[src/rtl/booth_r4_ctrl.sv]
// rtl/booth_r4_ctrl.sv - radix-4 Booth signed multiplier sequencer with valid/ready ports
module booth_r4_ctrl #(
    parameter int WIDTH = 8
) (
    input  logic                 clk,
    input  logic                 rst,
    input  logic                 i_valid,
    output logic                 o_ready,
    input  logic [WIDTH-1:0]     i_multiplicand,
    input  logic [WIDTH-1:0]     i_multiplier,
    output logic                 o_valid,
    input  logic                 i_ready,
    output logic [2*WIDTH-1:0]   o_product,
    output logic                 o_busy
);
    // P = {A, Q, q_m1}; A carries two guard bits so -2^(W-1) squared cannot overflow
    localparam int PW = 2*WIDTH + 3;
    localparam int AW = WIDTH + 2;
    localparam int CW = (WIDTH/2 > 1) ? $clog2(WIDTH/2) : 1;

    generate
        if ((WIDTH % 2) != 0 || WIDTH < 4) begin : g_bad_width
            $error("booth_r4_ctrl: WIDTH must be even and >= 4");
        end
    endgenerate

    typedef enum logic [2:0] {
        S_IDLE = 3'd0,
        S_ADD  = 3'd1,
        S_SH1  = 3'd2,
        S_SH2  = 3'd3,
        S_DONE = 3'd4
    } state_t;

    state_t              r_state;
    state_t              w_next;
    logic [PW-1:0]       r_p;
    logic [AW-1:0]       r_m;
    logic [CW-1:0]       r_cnt;
    logic [2*WIDTH-1:0]  r_product;
    logic [AW-1:0]       w_pp;
    logic [AW-1:0]       w_sum;
    logic [PW-1:0]       w_shift;
    logic                w_last;

    assign w_sum   = r_p[PW-1 -: AW] + w_pp;
    assign w_shift = {r_p[PW-1], r_p[PW-1:1]};
    assign w_last  = (r_cnt == CW'(WIDTH/2 - 1));

    assign o_ready   = (r_state == S_IDLE);
    assign o_valid   = (r_state == S_DONE);
    assign o_busy    = (r_state == S_ADD) || (r_state == S_SH1) || (r_state == S_SH2);
    assign o_product = r_product;

    // Booth digit decode of {Q[1:0], q_m1} into the partial product added to A
    always_comb begin
        w_pp = '0;
        case (r_p[2:0])
            3'b001, 3'b010: w_pp = r_m;
            3'b011:         w_pp = {r_m[AW-2:0], 1'b0};
            3'b100:         w_pp = AW'(0) - {r_m[AW-2:0], 1'b0};
            3'b101, 3'b110: w_pp = AW'(0) - r_m;
            default:        w_pp = '0;
        endcase
    end

    // Next-state logic: one add and two shifts per digit, then hold until consumed
    always_comb begin
        w_next = r_state;
        case (r_state)
            S_IDLE:  if (i_valid) w_next = S_ADD;
            S_ADD:   w_next = S_SH1;
            S_SH1:   w_next = S_SH2;
            S_SH2:   w_next = w_last ? S_DONE : S_ADD;
            S_DONE:  if (i_ready) w_next = S_IDLE;
            default: w_next = S_IDLE;
        endcase
    end

    // State register; reset abandons any operation in flight
    always_ff @(posedge clk) begin
        if (rst) begin
            r_state <= S_IDLE;
        end else begin
            r_state <= w_next;
        end
    end

    // Accumulator, multiplicand, digit counter and product output register
    always_ff @(posedge clk) begin
        if (rst) begin
            r_p       <= '0;
            r_m       <= '0;
            r_cnt     <= '0;
            r_product <= '0;
        end else begin
            case (r_state)
                S_IDLE: begin
                    if (i_valid) begin
                        r_m   <= {{2{i_multiplicand[WIDTH-1]}}, i_multiplicand};
                        r_p   <= {{AW{1'b0}}, i_multiplier, 1'b0};
                        r_cnt <= '0;
                    end
                end
                S_ADD: begin
                    r_p[PW-1 -: AW] <= w_sum;
                end
                S_SH1: begin
                    r_p <= w_shift;
                end
                S_SH2: begin
                    r_p <= w_shift;
                    if (w_last) begin
                        r_product <= w_shift[2*WIDTH:1];
                    end else begin
                        r_cnt <= r_cnt + CW'(1);
                    end
                end
                default: begin
                end
            endcase
        end
    end

endmodule

[config.mk]
export PLATFORM = sky130hd
export DESIGN_NAME = booth_r4_ctrl
export DESIGN_NICKNAME = d
export VERILOG_FILES = /design/src/rtl/booth_r4_ctrl.sv
export SDC_FILE = /design/constraint.sdc
export NUM_CORES = 1
export LEC_CHECK = 0
export ABC_AREA = 1
export CAP_MARGIN = 20
export CORE_MARGIN = 2
export CORE_UTILIZATION = 54
export CTS_CLUSTER_DIAMETER = 80
export DETAILED_ROUTE_END_ITERATION = 16
export GPL_ROUTABILITY_DRIVEN = 0
export HOLD_SLACK_MARGIN = 0.08
export MAX_ROUTING_LAYER = met4
export PLACE_DENSITY = 0.81
export SETUP_SLACK_MARGIN = 0.15
export SYNTH_ARGS = -nofsm -noshare
export SYNTH_HDL_FRONTEND = slang
export SYNTH_SLANG_ARGS = --single-unit
[constraint.sdc]
create_clock -name clk -period 3.2 [get_ports clk]
set_input_delay 0.64 -clock clk [delete_from_list [all_inputs] [get_ports clk]]
set_output_delay 0.64 -clock clk [all_outputs]
set_load 0.02 [all_outputs]
==> results.md, run 1 <==
- Layout cells sized above 1: 0.0771
- Critical Path RT: 3.38 ns
- Post-route DRC: 0
- Worst hold path type: reg2reg
- Routed len/inst: 13.2 µm
- CP endpoint kind: flop
- Initial core utilization: 0.564
- Largest net degree at the start of global routing: 33
- Syn. warnings: 0
- Reg clk slew, reported paths: 0.09 ns
- Util after Layout: 0.683
- CTS Buffer Depth: 2
- Synth Flop Type: dfxtp_1
- Worst R2R Path Depth: 14
- Clock skew: 0.00538 ns
- IO buf count: 38
- Avg Cell Area, Syn: 7.08 µm²
- Initial antenna violation count: 0
- TritonCTS clock tree: yes
- Status: finished clean
- Crit-path max cell delay: 0.40 ns
- H-tree Lvls: 2
- CP startpoint kind: flop
- Top-area cell type share of the netlist area: 0.358
- Io pins: 39
- Fin crit share: 0.848
- EDFF count, synth: 0
- Tot GR Track Use: 0.248
- Synth Instances: 379
- Nets: 447
- Routed wire length: 6.35 mm
- Die height: 74.5 µm
- Final min period: 2.71 ns
- Slew Viols, Final: 0
- Critical-path maximum fanout: 6
- Die width: 74.5 µm
- Cts bufs inserted: 5
- Clk sinks: 48
- Full die area: 5550 µm²
- Post-synthesis adder-cell area fraction: 0.0588
- PwrDens: 544 nW/µm²
- Switching Fraction: 0.342
- Crit-path cells: inv_1 > ha_1 > nand2_1 > xor2_1 > inv_1 > a221oi_1 > o21ai_0 > ha_2 > nand2_1 > o21ai_0 > a21oi_1 > or2_2 > nand3_1 > a31oi_1
- Worst path arrival time: 2.89 ns
- Largest family of logic cells by synthesized area: simple AND/OR/NAND/NOR gates
- Max IR drop VDD: 0.313 mV
- Distinct cells, synth: 38
- Setup TNS: 0 ns
- Most numerous cell in the Yosys netlist: nand2_1
- Rows: 25
- Post-synth top area cell: dfxtp_1
- Core area: 4750 µm²
- Ys async rst share: 0
- CP delay by family, top: compound AO/OA/AOI/OAI gates
- Net Count, Synth: 411
- Critical path depth: 14
- Synth-to-layout area growth: 21.0%
- Hold path depth: 2
- Hold Vio Cnt, Final: 0
- Vias in the first global route: 2,394
- Max Fclk: 0.369 GHz
- Synth Area in XOR/XNOR: 0.0163
- Crit-path slowest cell: ha_2
- Combinational share of power: 0.310
- RSZ-0062 raised after global routing: no
- Ant diodes: 0
- Synth area leaders: dfxtp_1, nand2_1, a21oi_1
- Worst-Skew Late Latency: 0.30 ns
- Sequential area share after synthesis: 0.358
- CTS Root Buffer Type: clkbuf_8
- #FFs+latches synth: 48
- Drt first pass iters: 4
- Critical path class: reg2reg
- Max_slew headroom: 0.609
- Tot Pwr: 1.76 mW
- Vias: 2,677
- Mux cell area share after synthesis: 0
- Commonest cells post-synth: nand2_1, dfxtp_1, a21oi_1
- First-pass GRT wire length: 10.5 mm
- CP bufs+invs: 2
- Max cap viols: 0
- Worst Max-Slew Pin Slew: 0.586 ns
- Mapped Area: 2680 µm²
- Antenna viol nets, final: 0
- Hpwl dp: 4.62 mm
- 1st-iter DRT viols: 201
- Final setup fails: 0
- Vias per inst: 5.55
- Clock power share: 0.288
- Total gr overflow: 0
- Synth Area in Compound Gates: 0.221
- Design internal power: 1.16 mW
- Sequential group share of total power: 0.401
- Post-synthesis simple-gate area fraction: 0.272
- P_sw: 0.603 mW
- Cell leakage power: 1.30 nW
## what timing repair did
item,4_1_cts,5_1_grt
hold endpoints to repair,0,0
hold buffers,0,0
setup buffers,0,0
endpoints found under the setup margin,0,1
gates resized for setup,0,2
## cell usage in the layout, fill, tap and decap left out, types with 2 or more instances in the layout
| master | instances |
|---|---|
| ha_1 | 10 |
| xor2_1 | 4 |
| a22oi_1 | 3 |
| clkbuf_8 | 5 |
| or2_2 | 4 |
| nand4_1 | 2 |
| a31oi_1 | 13 |
| buf_4 | 3 |
| o21ai_0 | 25 |
| bufinv_16 | 2 |
| nand2_4 | 2 |
| clkdlybuf4s50_1 | 38 |
| o211ai_1 | 2 |
| nand3_1 | 34 |
| a221o_1 | 2 |
| inv_1 | 30 |
| a21oi_1 | 44 |
| o2111ai_1 | 2 |
| nor2_4 | 4 |
| inv_2 | 6 |
| nor2_2 | 2 |
| o21ai_1 | 3 |
| nor2_1 | 22 |
| nand2_1 | 89 |
| dfxtp_1 | 48 |
| o22ai_1 | 2 |
## worst reg2reg max path, stage by stage (launching register included)
cell	delay (ns)
dfxtp_1	0.35
inv_1	0.09
ha_1	0.27
nand2_1	0.12
xor2_1	0.14
inv_1	0.07
a221oi_1	0.24
o21ai_0	0.14
ha_2	0.40
nand2_1	0.09
o21ai_0	0.19
a21oi_1	0.08
or2_2	0.27
nand3_1	0.07
a31oi_1	0.07
## state kept, by name (all words and copies together) (netlist names)
signal and flops:
r_p 19, o_product 16, r_m 8, r_state 3, r_cnt 2
## logic make-up after synthesis
| group | count (synthesis) |
|---|---|
| flops | 48 |
| xor+xnor | 5 |
| compound gates | 104 |
| fa+ha+maj | 12 |
| buf+inv | 49 |
| simple gates | 161 |
## final timing paths
path,from,slack (ns),endpoint
worst max-delay path,r_m[0]$_SDFFE_PP0P_,0.49,r_p[14]$_SDFFE_PP0P_
worst min-delay path,o_product[10]$_SDFFE_PP0P_,0.46,o_product[10]$_SDFFE_PP0P_
worst max register to register,r_m[0]$_SDFFE_PP0P_,0.49,r_p[14]$_SDFFE_PP0P_
worst min register to register,o_product[10]$_SDFFE_PP0P_,0.46,o_product[10]$_SDFFE_PP0P_
## layout make-up
class	count	area (µm²)
clock buffer	5	68.8
clock inverter	2	60.1
fill	417	1510
inverter	37	140
multi-input combinational	282	1530
sequential	48	961
tap	67	83.8
timing repair buffer	41	403
## power groups by stage
stage               Sequential, mW  Clock, mW  Combinational [mW]
CTS                          0.706      0.512               0.541
detailed placement           0.720          0               0.535
finish                       0.708      0.508               0.548
global route                 0.716      0.530               0.612
floorplan                    0.702          0               0.422
global placement             0.719          0               0.522
## per-stage QoR
stage,cell area (µm²),instances,hold slack [ns],worst slack (ns)
3_5_place_dp,3110,475,0.456,0.483
6_report,3250,482,0.465,0.487
5_1_grt,3250,482,0.481,0.217
4_1_cts,3240,482,0.468,0.416
3_3_place_gp,3110,475,0.449,0.599
2_1_floorplan,2680,379,0.443,0.729
## routing by layer
metal | share of wire | routed length (µm) | up-vias | track usage
met2 | 0.48 | 3030 | 74 | 0.404
li1 | - | - | 1361 | -
met3 | 0.047 | 299 | 14 | 0.0501
met1 | 0.46 | 2920 | 1228 | 0.304
met5 | 0 | 0 | - | -
met4 | 0.016 | 104 | 0 | 0.0853
(Power assumes the default switching activity.)
==> run 2: changes to the inputs <==
Clock period 3.2 ns to 2.5 ns, I/O delays scaled along.
==> run 2 against run 1 <==
The flow now finishes with violations (setup timing). Setup slack worse by 0.49 ns. Fmax increased by 8.3%. Register-to-register slack lost 0.49 ns. First-iteration DRC count is 21% higher. Critical endpoint is now r_p[18]$_SDFFE_PP0P_. Highest routed layer unchanged.
==> results.md, run 2 (synthesized netlist as in run 1, its figures left out) <==
- Slack of the critical path: -0.00475 ns
- Hold Startpoint: o_product[13]$_SDFFE_PP0P_
- CTS Root Buffer Type: clkbuf_8
- Cts bufs inserted: 5
- Initial core utilization: 0.564
- Worst-Skew Late Latency: 0.30 ns
- 1st-iter DRT viols: 244
- Final setup fails: 1
- Setup TNS: -0.00475 ns
- RSZ-0062 raised after global routing: yes
- Hpwl dp: 4.90 mm
- Die height: 74.5 µm
- Tot GR Track Use: 0.265
- Critical path class: reg2reg
- Initial antenna violation count: 0
- Reg clk slew, reported paths: 0.09 ns
- Max cap viols: 0
- Critical Path RT: 2.68 ns
- Reg with most FFs: r_p
- Fin crit share: 1.00
- Max_slew headroom: 0.687
- Total gr overflow: 0
- Cell leakage power: 1.32 nW
- R2r startpoint: r_m[1]$_SDFFE_PP0P_
- Worst hold path type: reg2reg
- Vias per inst: 5.50
- Largest net degree at the start of global routing: 32
- Clk sinks: 48
- Reg-to-reg slack, setup: -0.005 ns
- Most common cell after layout, fill and taps aside: nand2_1
- Largest register FFs: 19
- CP startpoint kind: flop
- CTS Buffer Depth: 2
- Vias: 2,700
- Rows: 25
- Fin Hold WS: 0.463 ns
- Max IR drop VDD: 0.394 mV
- Final min period: 2.50 ns
- GRT busiest layer: met2
- CP endpoint kind: flop
- Hold EP: o_product[13]$_SDFFE_PP0P_
- Worst R2R Path Depth: 16
- First-pass GRT wire length: 11.3 mm
- Hold path depth: 2
- Io pins: 39
- TritonCTS clock tree: yes
- Clock skew: 0.00687 ns
- Met2 usage: 0.437
- R2R Path End: r_p[18]$_SDFFE_PP0P_
- Synth-to-layout area growth: 25.8%
- Fillcell total: 405
- Status: finished with violations
- Met1 Use GR: 0.329
- PwrDens: 645 nW/µm²
- Full die area: 5550 µm²
- Routed wire length: 6.64 mm
- Worst Max-Slew Pin Slew: 0.469 ns
- Die width: 74.5 µm
- Worst path arrival time: 2.69 ns
- Layout cells sized above 1: 0.144
- IO buf count: 38
- Core area: 4750 µm²
- Post-route DRC: 0
- Vias in the first global route: 2,605
- Nets: 455
- Max Fclk: 0.399 GHz
- Failing checks: setup timing
- Drt first pass iters: 4
- M3 GR Usage: 0.0515
- Antenna viol nets, final: 0
- Slew Viols, Final: 0
- Critical-path maximum fanout: 4
- Ant diodes: 0
- H-tree Lvls: 2
- Commonest cells after routing, fill and taps aside: nand2_1, dfxtp_1, a21oi_1
- Routed len/inst: 13.5 µm
- Hold Vio Cnt, Final: 0
[run 2: changes by cell type in the layout (fill, tap and decap cells not counted), moves of 3 or more]
cell	change
buf_4	+8
inv_1	-4
o21ai_0	-4
o21ai_1	+4
a21oi_1	-3
a21oi_2	+3
dfxtp_1	-3
ha_1	-3
ha_4	+3
[run 2: area by class of cell]
class / count / area, µm² / share of cell area
multi-input cells: 282 / 1630 / 0.483
clock inverters: 1 / 8.76 / 0.00259
inverters: 37 / 145 / 0.0430
well taps: 67 / 83.8 / 0.0248
clock buffers: 7 / 76.3 / 0.0226
flip-flops and latches: 48 / 970 / 0.287
repair buffers: 49 / 463 / 0.137
[run 2: timing repair]
action	4_1_cts	5_1_grt
setup buffers	2	1
hold endpoints to repair	0	0
hold buffers	0	0
resized for setup	6	20
pin swaps	6	16
setup endpoints to repair	6	6
[run 2: routing by layer]
metal / vias up / share of wire
met4: 0 / 0.014
met3: 9 / 0.051
met2: 73 / 0.49
li1: 1371 / -
met1: 1247 / 0.45
met5: - / 0
[run 2: worst max-delay path by stage]
| stage | cells past startpoint | slack, ns | from | endpoint |
|---|---|---|---|---|
| floorplan | 15 | 0.15 | r_m[0]$_SDFFE_PP0P_ | r_p[16]$_SDFFE_PP0P_ |
| global placement | 16 | 0.04 | r_m[1]$_SDFFE_PP0P_ | r_p[18]$_SDFFE_PP0P_ |
| detailed placement | 16 | -0.05 | r_m[0]$_SDFFE_PP0P_ | r_p[18]$_SDFFE_PP0P_ |
| CTS | 16 | 0.05 | r_m[0]$_SDFFE_PP0P_ | r_p[18]$_SDFFE_PP0P_ |
| global route | 17 | -0.16 | r_m[1]$_SDFFE_PP0P_ | r_p[18]$_SDFFE_PP0P_ |
| finish | 16 | -0.005 | r_m[1]$_SDFFE_PP0P_ | r_p[18]$_SDFFE_PP0P_ |
[run 2: power by group]
group | total [mW] | internal, mW | leakage (nW) | switching [mW]
sequential | 0.918 | 0.835 | 0.393 | 0.0829
combinational | 0.801 | 0.323 | 0.885 | 0.478
clock | 0.458 | 0.200 | 0.0424 | 0.258
[run 2: critical path: stages, from the launching register on]
cell,delay [ns]
dfxtp_4,0.39
inv_4,0.05
ha_4,0.18
nand2_4,0.07
xor2_2,0.14
inv_2,0.06
a221oi_2,0.26
o21ai_1,0.11
ha_1,0.34
a21oi_2,0.16
nor2_1,0.05
nor2_1,0.12
nand2_2,0.09
a21boi_2,0.14
nand3_1,0.09
nand3_1,0.09
a21oi_2,0.05
[run 2: stage by stage]
step / setup slack [ns] / util / std cells / cell area [µm²] / total power, mW
finish: -0.00475 / 0.710 / 491 / 3380 / 2.18
global route: -0.162 / 0.710 / 491 / 3380 / 2.32
global placement: 0.0355 / 0.669 / 480 / 3180 / 1.63
detailed placement: -0.0486 / 0.669 / 480 / 3180 / 1.65
CTS: 0.0473 / 0.695 / 490 / 3300 / 2.13
floorplan: 0.150 / - / 379 / 2720 / 1.46
==> run 3: changes to the inputs <==
Settings changed: CAP_MARGIN 20 to default.
==> results of run 3 <==
The final DEF is identical to that of run 2; final timing and power are the same.
